--- src/rtl/pc_redirect_ctrl_pkg.sv ---
// Shared definitions for the PC redirect controller: opcode encodings,
// controller states and the offset-field layout of control-flow instructions.
package pc_redirect_ctrl_pkg;

    localparam logic [3:0] OP_B   = 4'hA;
    localparam logic [3:0] OP_JAL = 4'hB;
    localparam logic [3:0] OP_JR  = 4'hC;
    localparam logic [3:0] OP_HLT = 4'hF;

    localparam int OP_MSB      = 15;
    localparam int OP_LSB      = 12;
    localparam int BR_OFF_MSB  = 7;
    localparam int JAL_OFF_MSB = 11;

    typedef enum logic [1:0] {
        ST_RUN   = 2'd0,
        ST_FLUSH = 2'd1,
        ST_HALT  = 2'd2
    } state_e;

    // Sign-extend either the 8-bit branch offset or the 12-bit jump offset.
    function automatic logic [15:0] sext_off(input logic [11:0] field, input logic wide);
        logic [15:0] res;
        if (wide) begin
            res = {{4{field[JAL_OFF_MSB]}}, field};
        end else begin
            res = {{8{field[BR_OFF_MSB]}}, field[BR_OFF_MSB:0]};
        end
        return res;
    endfunction

endpackage

--- src/rtl/pc_redirect_ctrl_if.sv ---
// EX-stage / fetch-side bundle seen by the PC redirect controller.
interface pc_redirect_ctrl_if;

    logic [15:0] ex_instr;
    logic        ex_valid;
    logic [15:0] ex_pc_inc;
    logic        br_taken;
    logic [15:0] rs_data;
    logic        stall;
    logic [15:0] pc;
    logic        flush;
    logic        halted;

    modport master (
        output ex_instr, ex_valid, ex_pc_inc, br_taken, rs_data, stall,
        input  pc, flush, halted
    );

    modport slave (
        input  ex_instr, ex_valid, ex_pc_inc, br_taken, rs_data, stall,
        output pc, flush, halted
    );

endinterface

--- src/rtl/pc_target_calc.sv ---
// Combinational redirect-target selection for B, JAL and JR.
module pc_target_calc
    import pc_redirect_ctrl_pkg::*;
(
    input  logic [3:0]  op,
    input  logic [11:0] off_field,
    input  logic [15:0] ex_pc_inc,
    input  logic [15:0] rs_data,
    output logic [15:0] target
);

    logic [15:0] br_tgt_s;
    logic [15:0] jal_tgt_s;

    assign br_tgt_s  = ex_pc_inc + sext_off(off_field, 1'b0);
    assign jal_tgt_s = ex_pc_inc + sext_off(off_field, 1'b1);

    // Pick the target for the opcode; non-redirect opcodes fall through to PC+1.
    always_comb begin
        target = ex_pc_inc;
        case (op)
            OP_B:    target = br_tgt_s;
            OP_JAL:  target = jal_tgt_s;
            OP_JR:   target = rs_data;
            default: target = ex_pc_inc;
        endcase
    end

endmodule

--- src/rtl/pc_redirect_ctrl.sv ---
// Owns the fetch PC: redirects on taken branches/jumps, squashes the
// wrong-path fetches for FLUSH_CYCLES advances, and freezes on HLT.
module pc_redirect_ctrl
    import pc_redirect_ctrl_pkg::*;
#(
    parameter logic [15:0] RESET_PC     = 16'h0000,
    parameter int unsigned FLUSH_CYCLES = 2
)(
    input  logic              clk,
    input  logic              rst_n,
    pc_redirect_ctrl_if.slave bus
);

    localparam logic [2:0] FLUSH_LOAD = 3'(FLUSH_CYCLES);

    state_e      state_r;
    logic [15:0] pc_r;
    logic [2:0]  cnt_r;
    logic        flush_r;
    logic        halted_r;

    logic [3:0]  op_s;
    logic [15:0] target_s;
    logic        redirect_s;
    logic        hlt_s;

    assign op_s = bus.ex_instr[OP_MSB:OP_LSB];

    pc_target_calc u_target (
        .op        (op_s),
        .off_field (bus.ex_instr[JAL_OFF_MSB:0]),
        .ex_pc_inc (bus.ex_pc_inc),
        .rs_data   (bus.rs_data),
        .target    (target_s)
    );

    // Decode the EX instruction into redirect / halt requests.
    always_comb begin
        redirect_s = 1'b0;
        hlt_s      = 1'b0;
        if (bus.ex_valid) begin
            redirect_s = ((op_s == OP_B) && bus.br_taken) || (op_s == OP_JAL) || (op_s == OP_JR);
            hlt_s      = (op_s == OP_HLT);
        end else begin
            redirect_s = 1'b0;
            hlt_s      = 1'b0;
        end
    end

    // Controller FSM with PC register, flush counter and registered outputs.
    always_ff @(posedge clk) begin
        if (!rst_n) begin
            state_r  <= ST_RUN;
            pc_r     <= RESET_PC;
            cnt_r    <= 3'd0;
            flush_r  <= 1'b0;
            halted_r <= 1'b0;
        end else begin
            case (state_r)
                ST_RUN: begin
                    if (redirect_s) begin
                        pc_r    <= target_s;
                        cnt_r   <= FLUSH_LOAD;
                        flush_r <= 1'b1;
                        state_r <= ST_FLUSH;
                    end else if (hlt_s && !bus.stall) begin
                        halted_r <= 1'b1;
                        state_r  <= ST_HALT;
                    end else if (!bus.stall) begin
                        pc_r <= pc_r + 16'd1;
                    end
                end
                // The EX instruction here is wrong-path, so its decode is ignored.
                ST_FLUSH: begin
                    if (!bus.stall) begin
                        pc_r  <= pc_r + 16'd1;
                        cnt_r <= cnt_r - 3'd1;
                        if (cnt_r == 3'd1) begin
                            flush_r <= 1'b0;
                            state_r <= ST_RUN;
                        end
                    end
                end
                ST_HALT: begin
                    halted_r <= 1'b1;
                    flush_r  <= 1'b0;
                end
                default: begin
                    state_r  <= ST_RUN;
                    cnt_r    <= 3'd0;
                    flush_r  <= 1'b0;
                    halted_r <= 1'b0;
                end
            endcase
        end
    end

    assign bus.pc     = pc_r;
    assign bus.flush  = flush_r;
    assign bus.halted = halted_r;

endmodule

--- src/flat_wrapper.sv ---
// flat-port wrapper written by rule: the top's interface ports become plain ports
module pc_redirect_ctrl_flat import pc_redirect_ctrl_pkg::*;
#(
    parameter logic [15:0] RESET_PC     = 16'h0000,
    parameter int unsigned FLUSH_CYCLES = 2
)
  (clk, rst_n, bus_ex_instr, bus_ex_valid, bus_ex_pc_inc, bus_br_taken, bus_rs_data, bus_stall, bus_pc, bus_flush, bus_halted);
  pc_redirect_ctrl_if bus_i ();
  input  logic clk;
  input  logic rst_n;
  input wire logic [$bits(bus_i.ex_instr)-1:0] bus_ex_instr;
  input wire logic [$bits(bus_i.ex_valid)-1:0] bus_ex_valid;
  input wire logic [$bits(bus_i.ex_pc_inc)-1:0] bus_ex_pc_inc;
  input wire logic [$bits(bus_i.br_taken)-1:0] bus_br_taken;
  input wire logic [$bits(bus_i.rs_data)-1:0] bus_rs_data;
  input wire logic [$bits(bus_i.stall)-1:0] bus_stall;
  output wire logic [$bits(bus_i.pc)-1:0] bus_pc;
  output wire logic [$bits(bus_i.flush)-1:0] bus_flush;
  output wire logic [$bits(bus_i.halted)-1:0] bus_halted;
  assign bus_i.ex_instr = bus_ex_instr;
  assign bus_i.ex_valid = bus_ex_valid;
  assign bus_i.ex_pc_inc = bus_ex_pc_inc;
  assign bus_i.br_taken = bus_br_taken;
  assign bus_i.rs_data = bus_rs_data;
  assign bus_i.stall = bus_stall;
  assign bus_pc = bus_i.pc;
  assign bus_flush = bus_i.flush;
  assign bus_halted = bus_i.halted;
  pc_redirect_ctrl #(.RESET_PC(RESET_PC), .FLUSH_CYCLES(FLUSH_CYCLES)) u_core (.clk(clk), .rst_n(rst_n), .bus(bus_i));
endmodule
--- config.mk ---
export PLATFORM = sky130hd
export DESIGN_NAME = pc_redirect_ctrl_flat
export DESIGN_NICKNAME = d
export VERILOG_FILES = /design/src/rtl/pc_redirect_ctrl_pkg.sv /design/src/rtl/pc_redirect_ctrl_if.sv /design/src/rtl/pc_target_calc.sv /design/src/rtl/pc_redirect_ctrl.sv /design/src/flat_wrapper.sv
export SDC_FILE = /design/constraint.sdc
export NUM_CORES = 1
export LEC_CHECK = 0
export BUFFER_PORTS_ARGS = -buffer_cell sky130_fd_sc_hd__clkbuf_2
export CAP_MARGIN = 15
export CORE_ASPECT_RATIO = 0.6
export CORE_MARGIN = 2
export CORE_UTILIZATION = 50
export DETAILED_ROUTE_END_ITERATION = 6
export PLACE_DENSITY_LB_ADDON = 0.05
export SLEW_MARGIN = 20
export SYNTH_ARGS = -nofsm -noshare
export SYNTH_HDL_FRONTEND = slang
export SYNTH_SLANG_ARGS = --single-unit
--- constraint.sdc ---
create_clock -name clk -period 7 [get_ports clk]
set_clock_uncertainty 0.15 [all_clocks]
set_input_delay 0 -clock clk [delete_from_list [all_inputs] [get_ports clk]]
set_output_delay 0 -clock clk [all_outputs]
set_load 0.02 [all_outputs]
==> summary.txt, run 1 <==
Yosys
  • Area share of the largest cell type after synthesis: 0.185
  • Biggest area consumer among synthesized cells: dfxtp_1
  • Post-synthesis cell count: 336
  • Netlist cell types: 63
  • Ys async rst share: 0
  • Top FF cell, synth: dfxtp_1
  • Synthesized area per cell: 7.42 sq um
  • Most frequent cell after synthesis: a21oi_1
  • Sequential share of the synthesized area: 0.185
  • Yosys warning total: 0
  • Yosys reg bits: 23
  • Syn nets: 408
  • Largest cells by area after synthesis: dfxtp_1 18%, ha_1 9.0%, a21oi_1 8.2%
  • Synthesized cell area: 2490 sq um
  • Post-synth top cells: 41 x a21oi_1, 33 x nor2_1, 27 x nand2_1
  • Post-synth EDFFs: 0

Setup path
  • CP max FO: 20
  • Beginning of the critical path: bus_ex_instr[13]
  • Worst path top cell family by delay: compound AO/OA/AOI/OAI gates
  • Worst-path cell chain: clkbuf_2 -> and3b_1 -> buf_4 -> a21boi_0 -> a31o_2 -> ha_1 -> a21oi_1 -> o21ai_0 -> o311a_1 -> a221oi_1 -> nor2_1
  • Crit-path max cell delay: between 300 and 400 ps
  • Crit Reg-Reg Startpoint: u_core.state_r[1]
  • Buf+Inv Stages, Crit Path: 2
  • Worst endpoint required time: 7020 ps
  • Crit path launch type: primary input
  • Worst setup path class: primary input to register
  • Reg2Reg Depth: 6
  • Crit path arrival time: around 2700 ps
  • Reg2reg setup slack: 4690 ps
  • Slowest-stage cell, CP: a21boi_0
  • Reg2reg end: u_core.bus.pc[7]
  • Setup crit end: u_core.bus.pc[13]
  • Crit. path cell count: 11
  • Crit path capture type: register

Run status
  • Run status: finished clean

Pwr
  • Sw power: 147 uW
  • Int Power: 240 uW
  • Clock power share: 0.235
  • Switching Fraction: 0.380
  • Comb pwr share: 0.390
  • Sequential power share: 0.375
  • Leak: 1.25 nW
  • Power per Cell Area: between 100 and 150 nW/um^2
  • Worst VDD drop: 0.0000853 V

Clock tree
  • Htree depth: 1
  • TritonCTS clock tree: yes
  • Reg clk slew, reported paths: 100 ps
  • Clk buf depth: 2
  • CTS root buffer: clkbuf_8
  • Clock tree sinks: 23
  • Num CTS Buffers: 3
  • Clk_lat worst skew: 280 ps
  • Post-CTS Setup Inserts: 0

Drt
  • WL final: 7670 microns
  • Drt wl/cell: between 15 and 20 microns
  • Iter 0 DRT Violations: 213
  • Post-route ant nets: 0
  • Pre-antenna DRT Iters: 5
  • # DRC: 0
  • DR vias: about 2,800
  • Via-to-Cell Ratio: 6.14

Place
  • Worst slack, placed: 4050 ps
  • Port bufs: 70
  • Gpl congestion: about 0.94
  • Post-DP HPWL: 5920 microns

GRT
  • GRT Util Overall: 0.284
  • GRT Residual Overflow: 0
  • First-pass GRT wire length: between 10,000 and 15,000 microns
  • Initial antenna violation count: 0
  • Largest net degree at the start of global routing: 22
  • Vias in the first global route: 2,484

Final layout
  • Share of cells above drive strength 1: 0.241
  • Final #Nets: ~470
  • # diodes: 0
  • Area Growth Syn to Fin: 17.0%

Die
  • Die H: 58.7 microns
  • Core area: about 4700 sq um
  • Top Ports: 71
  • Die ar.: 5590 sq um
  • Chip Width: 95.2 microns
  • Std-Cell Rows: 19
  • Initial Utilization: 0.532

STA
  • RSZ-0062 raised after global routing: false
  • Least-Margin Pin Slew: between 900 and 1000 ps
  • Min Tclk post-route: 2700 ps
  • Fin. Hold Viols: 0
  • Crit share post-route: 0.386
  • Endpoints failing setup: 0
  • Fmax: 370 MHz
  • Worst rel slew slack: 0.388
  • Aggregate negative setup slack: 0 ps
  • Slew Limit Fails: 0
  • Setup ws final: 4300 ps

Run
  • Max cap viols: 0

Hold path
  • Worst min-delay path category: primary input to register
worst register-to-register path, delay by kind of cell, from the launching register on:
family,cells,cell delay (ps)
AOI/OAI and AO/OA,4,1010
DFF,1,510
buffers and inverters,1,200
and+or+nand+nor,1,340
power groups by stage:
stage / clock network [mW] / registers, mW / logic (mW)
after floorplan: 0 / 0.152 / 0.0985
after global placement: 0 / 0.148 / 0.145
after detailed placement: 0 / 0.148 / 0.147
after CTS: 0.0917 / 0.145 / 0.149
after global routing: 0.0975 / 0.146 / 0.167
final: 0.0910 / 0.146 / 0.151
cell usage in the layout, fill, tap and decap left out, types with 6 or more instances in the layout:
cell	Yosys	layout
and3_1	8	8
nand4_1	6	6
nor3_1	11	11
clkbuf_2	0	70
nand2_1	27	27
a21oi_1	41	41
a221oi_1	6	6
nand3_1	19	19
inv_1	9	9
dfxtp_1	23	23
o21ai_0	17	17
ha_1	18	18
nor2_1	33	33
xnor2_1	9	9
metal layers:
layer | track usage | part of all wire | vias to the layer above
met5 | 0 | 0 | -
li1 | - | - | 1392
met4 | 0.0476 | 0.011 | 0
met3 | 0.0359 | 0.070 | 13
met2 | 0.401 | 0.39 | 129
met1 | 0.458 | 0.53 | 1276
registers in the layout, indices dropped and copies added, names as in the netlist:
name / count
u_core.bus.pc: 16
u_core.cnt_r: 3
u_core.state_r: 2
u_core.bus.flush: 1
u_core.bus.halted: 1
timing repair:
item,4_1_cts,5_1_grt
hold buffers,3,0
resized for setup,0,0
endpoints found under the setup margin,0,0
hold endpoints to repair,3,0
cells by family (layout without fill, tap and decap cells):
logic type	count (synthesis)	count (layout)	synth area share
mux	4	4	0.0161
buf+inv	29	88	0.0592
simple gates	129	129	0.266
xor+xnor	11	11	0.0386
fa+ha+maj	19	19	0.0983
compound gates	121	121	0.337
flops	23	23	0.185
worst min-delay path by stage:
stage	from	to	slack, ps	cells after the start
finish	bus_rs_data[9]	u_core.bus.pc[9]	2	4
global route	bus_rs_data[9]	u_core.bus.pc[9]	20	4
CTS	bus_rs_data[8]	u_core.bus.pc[8]	3	3
detailed placement	bus_rs_data[13]	u_core.bus.pc[13]	160	3
global placement	bus_rs_data[13]	u_core.bus.pc[13]	140	3
floorplan	bus_rs_data[13]	u_core.bus.pc[13]	30	2
through the flow:
| step | instances | utilization | area (sq um) | power [mW] | hold slack [ps] |
|---|---|---|---|---|---|
| 6_report | 458 | 0.623 | 2920 | 0.388 | 2.04 |
| 5_1_grt | 458 | 0.623 | 2920 | 0.411 | 23.3 |
| 4_1_cts | 458 | 0.623 | 2920 | 0.386 | 3.40 |
| 3_5_place_dp | 451 | 0.606 | 2840 | 0.295 | 162 |
| 3_3_place_gp | 451 | 0.606 | 2840 | 0.293 | 143 |
| 2_1_floorplan | 336 | - | 2490 | 0.250 | 25.3 |
layout make-up:
| type | instances | area, sq um |
|---|---|---|
| timing repair buffer | 75 | 395 |
| inverter | 9 | 33.8 |
| sequential | 23 | 460 |
| tap | 63 | 78.8 |
| fill | 463 | 1770 |
| clock inverter | 1 | 7.51 |
| clock buffer | 3 | 41.3 |
| multi-input combinational | 284 | 1900 |
Power figures use the tool's default switching activity.
==> run 2, diff against run 1 <==
==> constraint.sdc (replaced) <==
create_clock -name clk -period 2.5 [get_ports clk]
set_clock_uncertainty 0.15 [all_clocks]
set_input_delay 0 -clock clk [delete_from_list [all_inputs] [get_ports clk]]
set_output_delay 0 -clock clk [all_outputs]
set_load 0.02 [all_outputs]
==> run 2 against run 1 <==
Sequential power grew to 2.8 times the previous value. Largest cell class unchanged. Highest routed layer unchanged. Non-clock buffer count is 20 higher. Setup slack worse by 4000 ps. Flip-flop and latch count stayed put. Utilization is 3.2 points higher.
==> summary.txt, run 2 (synthesis gave the netlist of run 1 again) <==
Run status
  • Run status: finished clean

Place
  • Post-DP HPWL: just over 6000 microns
  • Post-DP Area: between 2000 and 3000 sq um
  • Worst slack, placed: -10.1 ps
  • Port bufs: 70
  • DP Cell Count: 470
  • Gpl congestion: approximately 0.92

Clock tree
  • Post-cts resize count: 0
  • Clk buf depth: 2
  • Reg clk slew, reported paths: 90 ps
  • CTS root buffer: clkbuf_8
  • Post-CTS Setup Inserts: 0
  • Clk_lat worst skew: 280 ps
  • Cts hold-fix bufs: 4
  • Htree depth: 1
  • Clock tree sinks: 23
  • TritonCTS clock tree: yes
  • Num CTS Buffers: 3

Final layout
  • Final instance area: about 3100 sq um
  • Multi-input gate area: 1900 sq um
  • Share of cells above drive strength 1: 0.275
  • Finished Layout Cells: 478
  • Area Growth Syn to Fin: 23.0%
  • # fillers: 425
  • Final #Nets: 488
  • Commonest non-fill, non-tap cells in the layout: 70 x clkbuf_2, 41 x a21oi_1, 33 x nor2_1, 27 x nand2_1, 23 x dfxtp_1
  • Commonest non-fill, non-tap cell in the layout: clkbuf_2
  • # diodes: 0
  • Register area: ~460 sq um
  • Max reg flops: 16

Drt
  • Via-to-Cell Ratio: about 6
  • Iter 0 DRT Violations: between 200 and 300
  • Drt wl/cell: ~16 microns
  • Post-route ant nets: 0
  • DR vias: 2,912
  • WL final: 7730 microns
  • # DRC: 0
  • Pre-antenna DRT Iters: 5

STA
  • RSZ-0062 raised after global routing: false
  • Fmax: 450 MHz
  • Crit share post-route: 0.888
  • Min Tclk post-route: around 2200 ps
  • Endpoints failing setup: 0
  • Setup ws final: 280 ps
  • Fin. Hold Viols: 0
  • Worst rel slew slack: 0.612
  • Least-Margin Pin Slew: 580 ps
  • Slew Limit Fails: 0

Setup path
  • Buf+Inv Stages, Crit Path: 2
  • Crit-path max cell delay: 380 ps
  • Reg2reg end: u_core.bus.pc[3]
  • Worst endpoint required time: about 2500 ps
  • Crit path capture type: register
  • CP max FO: 8
  • Reg2Reg Depth: 7
  • Worst path top cell family by delay: simple AND/OR/NAND/NOR gates
  • Slowest-stage cell, CP: ha_1
  • Worst setup path class: primary input to register
  • Crit path launch type: primary input
  • Worst-path cell chain: clkbuf_2 -> and3b_1 -> a21boi_0 -> buf_4 -> a31o_2 -> ha_1 -> and3_1 -> and3_1 -> a311oi_1 -> xnor2_1 -> nor2_1 -> nor4_2
  • Crit Reg-Reg Startpoint: u_core.state_r[1]
  • Critical Path Most Common Cell: and3_1
  • Crit path arrival time: 2260 ps
  • Reg2reg setup slack: about 480 ps

GRT
  • GRT Util Overall: 0.274
  • GR Layer Usage met2: 0.395
  • First-pass GRT wire length: 12,000 microns
  • Largest net degree at the start of global routing: 17
  • M1 GR Usage: 0.437
  • Global-route layer with the greatest usage: met1
  • Grt met3 use: 0.0423
  • GRT Residual Overflow: 0
  • Initial antenna violation count: 0
  • Vias in the first global route: approximately 2,400

Hold path
  • Worst Hold Launch: bus_ex_pc_inc[1]
  • Worst min-delay path category: primary input to register
  • Hold endpoint: u_core.bus.pc[1]
  • Hold path cells: 5

Die
  • Core area: 4680 sq um
  • Std-Cell Rows: 19
  • Die ar.: approximately 5600 sq um
  • Top Ports: 71
  • Initial Utilization: 0.532
  • Chip Width: 95.2 microns
  • Die H: about 59 microns

Pwr
  • Total power: 1.12 mW
  • Leak: 1.35 nW
  • Worst VDD drop: 0.000230 V
  • Power per Cell Area: 364 nW/um^2

Run
  • Max cap viols: 0
-- run 2: area by class of cell --
type | count | share of cell area
Inverter | 9 | 0.0110
Sequential cell | 23 | 0.150
Clock inverter | 1 | 0.00163
Clock buffer | 3 | 0.0135
Tap cell | 63 | 0.0257
Timing Repair Buffer | 95 | 0.179
Multi-Input combinational cell | 284 | 0.619
-- run 2: stage by stage --
| step | TNS (ps) | util | hold WS (ps) |
|---|---|---|---|
| 5_1_grt | 0 | 0.655 | 38.9 |
| 4_1_cts | 0 | 0.655 | 8.45 |
| 2_1_floorplan | 0 | - | 25.3 |
| 6_report | 0 | 0.655 | 3.99 |
| 3_3_place_gp | 0 | 0.637 | 134 |
| 3_5_place_dp | -10.1 | 0.637 | 135 |
-- run 2: report_power, final --
| group | total [mW] | leakage [nW] | switching [mW] | internal (mW) |
|---|---|---|---|---|
| logic | 0.460 | 1.14 | 0.259 | 0.201 |
| clock network | 0.250 | 0.0255 | 0.138 | 0.112 |
| registers | 0.405 | 0.187 | 0.0205 | 0.385 |
| total | 1.12 | 1.35 | 0.418 | 0.698 |
-- run 2: worst max path at each step --
stage                           startpoint           endpoint  slack, ps  cells after the start
final                     bus_ex_instr[14]  u_core.bus.pc[11]        280                     12
after global routing      bus_ex_instr[14]  u_core.bus.pc[10]        120                     13
after CTS                 bus_ex_instr[14]  u_core.bus.pc[11]        270                     12
after detailed placement  bus_ex_instr[14]  u_core.bus.pc[11]        -10                     12
after global placement    bus_ex_instr[14]  u_core.bus.pc[11]         80                     12
after floorplan           bus_ex_instr[13]  u_core.bus.pc[13]         20                     11
-- run 2: tightest hold or removal path, stage by stage --
cell	delay, ps
clkbuf_2	120
nand2_1	60
nand3_1	80
o31ai_1	70
a21oi_1	60
-- run 2: per-layer routing --
| metal | up-vias | share of wire | wire length [microns] |
|---|---|---|---|
| met4 | 0 | 0.0022 | 17 |
| li1 | 1438 | - | - |
| met1 | 1321 | 0.51 | 3960 |
| met3 | 4 | 0.090 | 698 |
| met5 | - | 0 | 0 |
| met2 | 149 | 0.39 | 3050 |
==> run 3, diff against run 2 <==
==> constraint.sdc (replaced) <==
create_clock -name clk -period 2.34 [get_ports clk]
set_clock_uncertainty 0.15 [all_clocks]
set_input_delay 0 -clock clk [delete_from_list [all_inputs] [get_ports clk]]
set_output_delay 0 -clock clk [all_outputs]
set_load 0.02 [all_outputs]
==> run 3 against run 2 <==
Flip-flop and latch count did not move. Setup slack got worse by 76 ps. Combinational power rose by 11%. Die area did not move. Sequential power rose by 7.4%. Cell count rose by 1.9%. Utilization rose by 1.7 points. Cell area rose by 2.6%. Count of clock-buffer cells in the layout rose by 1. Clock power rose by 4%. Non-clock buffer count rose by 9. Register-to-register slack got worse by 170 ps.
==> summary.txt, run 3 (synthesis gave the netlist of run 1 again) <==
Setup path
  • Crit path arrival time: 2190 ps
  • Crit-path max cell delay: about 380 ps
  • Reg2reg setup slack: 310 ps
  • Crit path capture type: register
  • Reg2Reg Depth: 8
  • Buf+Inv Stages, Crit Path: 3
  • Crit path launch type: primary input
  • CP max FO: 7
  • Worst path top cell family by delay: simple AND/OR/NAND/NOR gates
  • Worst endpoint required time: 2390 ps
  • Worst-path cell chain: clkbuf_2 -> and3b_1 -> a21boi_1 -> buf_4 -> a31o_2 -> ha_1 -> and3_1 -> a211oi_2 -> buf_4 -> nor4_1 -> nor2_1 -> a31oi_1
  • Beginning of the critical path: bus_ex_instr[14]
  • Crit Reg-Reg Startpoint: u_core.bus.pc[0]
  • Worst setup path class: primary input to register
  • Slowest-stage cell, CP: ha_1
  • Crit. path cell count: 12
  • Critical Path Most Common Cell: buf_4

GRT
  • First-pass GRT wire length: 13,000 microns
  • Largest net degree at the start of global routing: 16
  • GRT Util Overall: 0.300
  • Vias in the first global route: 2,676
  • GRT Residual Overflow: 0
  • Initial antenna violation count: 0

Clock tree
  • Cts hold-fix bufs: 5
  • Clk_lat worst skew: approximately 280 ps
  • Clk buf depth: 2
  • Num CTS Buffers: 3
  • Reg clk slew, reported paths: 90 ps
  • CTS root buffer: clkbuf_8
  • Post-CTS Setup Inserts: 0
  • Post-cts resize count: 0
  • Htree depth: 1
  • TritonCTS clock tree: yes
  • Clock tree sinks: 23

Die
  • Die H: 58.7 microns
  • Top Ports: 71
  • Chip Width: 95.2 microns
  • Initial Utilization: 0.532
  • Die ar.: 5590 sq um
  • Std-Cell Rows: 19
  • Core area: 4680 sq um

Final layout
  • Multi-input gate area: between 1500 and 2000 sq um
  • # fillers: 433
  • # diodes: 0
  • Area Growth Syn to Fin: 26.2%
  • Register area: 460 sq um
  • Final #Nets: 497
  • Share of cells above drive strength 1: 0.290
  • Final instance area: 3150 sq um
  • Commonest non-fill, non-tap cells in the layout: 70 x clkbuf_2, 40 x a21oi_1, 33 x nor2_1, 29 x buf_4, 27 x nand2_1
  • Commonest non-fill, non-tap cell in the layout: clkbuf_2
  • Max reg flops: 16

Drt
  • # DRC: 0
  • Post-route ant nets: 0
  • Iter 0 DRT Violations: ~280
  • Via-to-Cell Ratio: 6.23
  • WL final: 8130 microns
  • DR vias: 3,032
  • Pre-antenna DRT Iters: 5
  • Drt wl/cell: roughly 17 microns

Place
  • Gpl congestion: 0.923
  • Post-DP HPWL: 6370 microns
  • Post-DP Area: 3050 sq um
  • Port bufs: 70

STA
  • Worst rel slew slack: 0.634
  • Crit share post-route: 0.913
  • Fmax: 468 MHz
  • RSZ-0062 raised after global routing: false
  • WHS: 13.2 ps
  • Min Tclk post-route: 2140 ps
  • Slew Limit Fails: 0
  • Endpoints failing setup: 0
  • Least-Margin Pin Slew: 547 ps
  • Fin. Hold Viols: 0

Hold path
  • Worst Hold Launch: bus_rs_data[14]
  • Hold path cells: 4
  • Worst min-delay path category: primary input to register

Pwr
  • Total power: 1.21 mW
  • Power per Cell Area: 384 nW/um^2
  • Leak: 1.39 nW
  • Worst VDD drop: 0.000279 V

Run
  • Max cap viols: 0

Run status
  • Run status: finished clean
## run 3: per-layer routing
layer  GRT usage  up-vias  share of wire  wire length [microns]
met5           0        -              0                      0
met3      0.0538       10          0.098                    799
li1            -     1453              -                      -
met2       0.435      172           0.40                   3240
met4      0.0580        0          0.010                     85
met1       0.465     1397           0.49                   4010
## run 3: final timing paths
path | to
min reg2reg | u_core.bus.flush
max reg2reg | u_core.bus.pc[10]
max | u_core.bus.pc[10]
min | u_core.bus.pc[14]
## run 3: area by class of cell
class / instances / area share
sequential: 23 / 0.146
tap: 63 / 0.0250
timing repair buffer: 104 / 0.196
multi-input combinational: 284 / 0.607
clock buffer: 4 / 0.0143
inverter: 9 / 0.0107
## run 3: per-stage QoR
stage                util  worst slack [ps]  instances  setup TNS (ps)
finish              0.672               204        487               0
global placement    0.652              4.15        478               0
floorplan               -              17.7        336               0
CTS                 0.672               241        487               0
detailed placement  0.652             -48.5        478            -216
global route        0.672              63.5        487               0
## run 3: worst min-delay path, stage by stage
cell and delay, ps:
clkbuf_2 80, a221o_1 130, o21ai_0 70, a31oi_1 130
## run 3: power by group
group          switching (mW)  total, mW  leakage (nW)  internal [mW]
sequential             0.0243      0.435         0.187          0.411
clock                   0.139      0.261        0.0228          0.122
combinational           0.284      0.511          1.18          0.227
total                   0.447       1.21          1.39          0.760
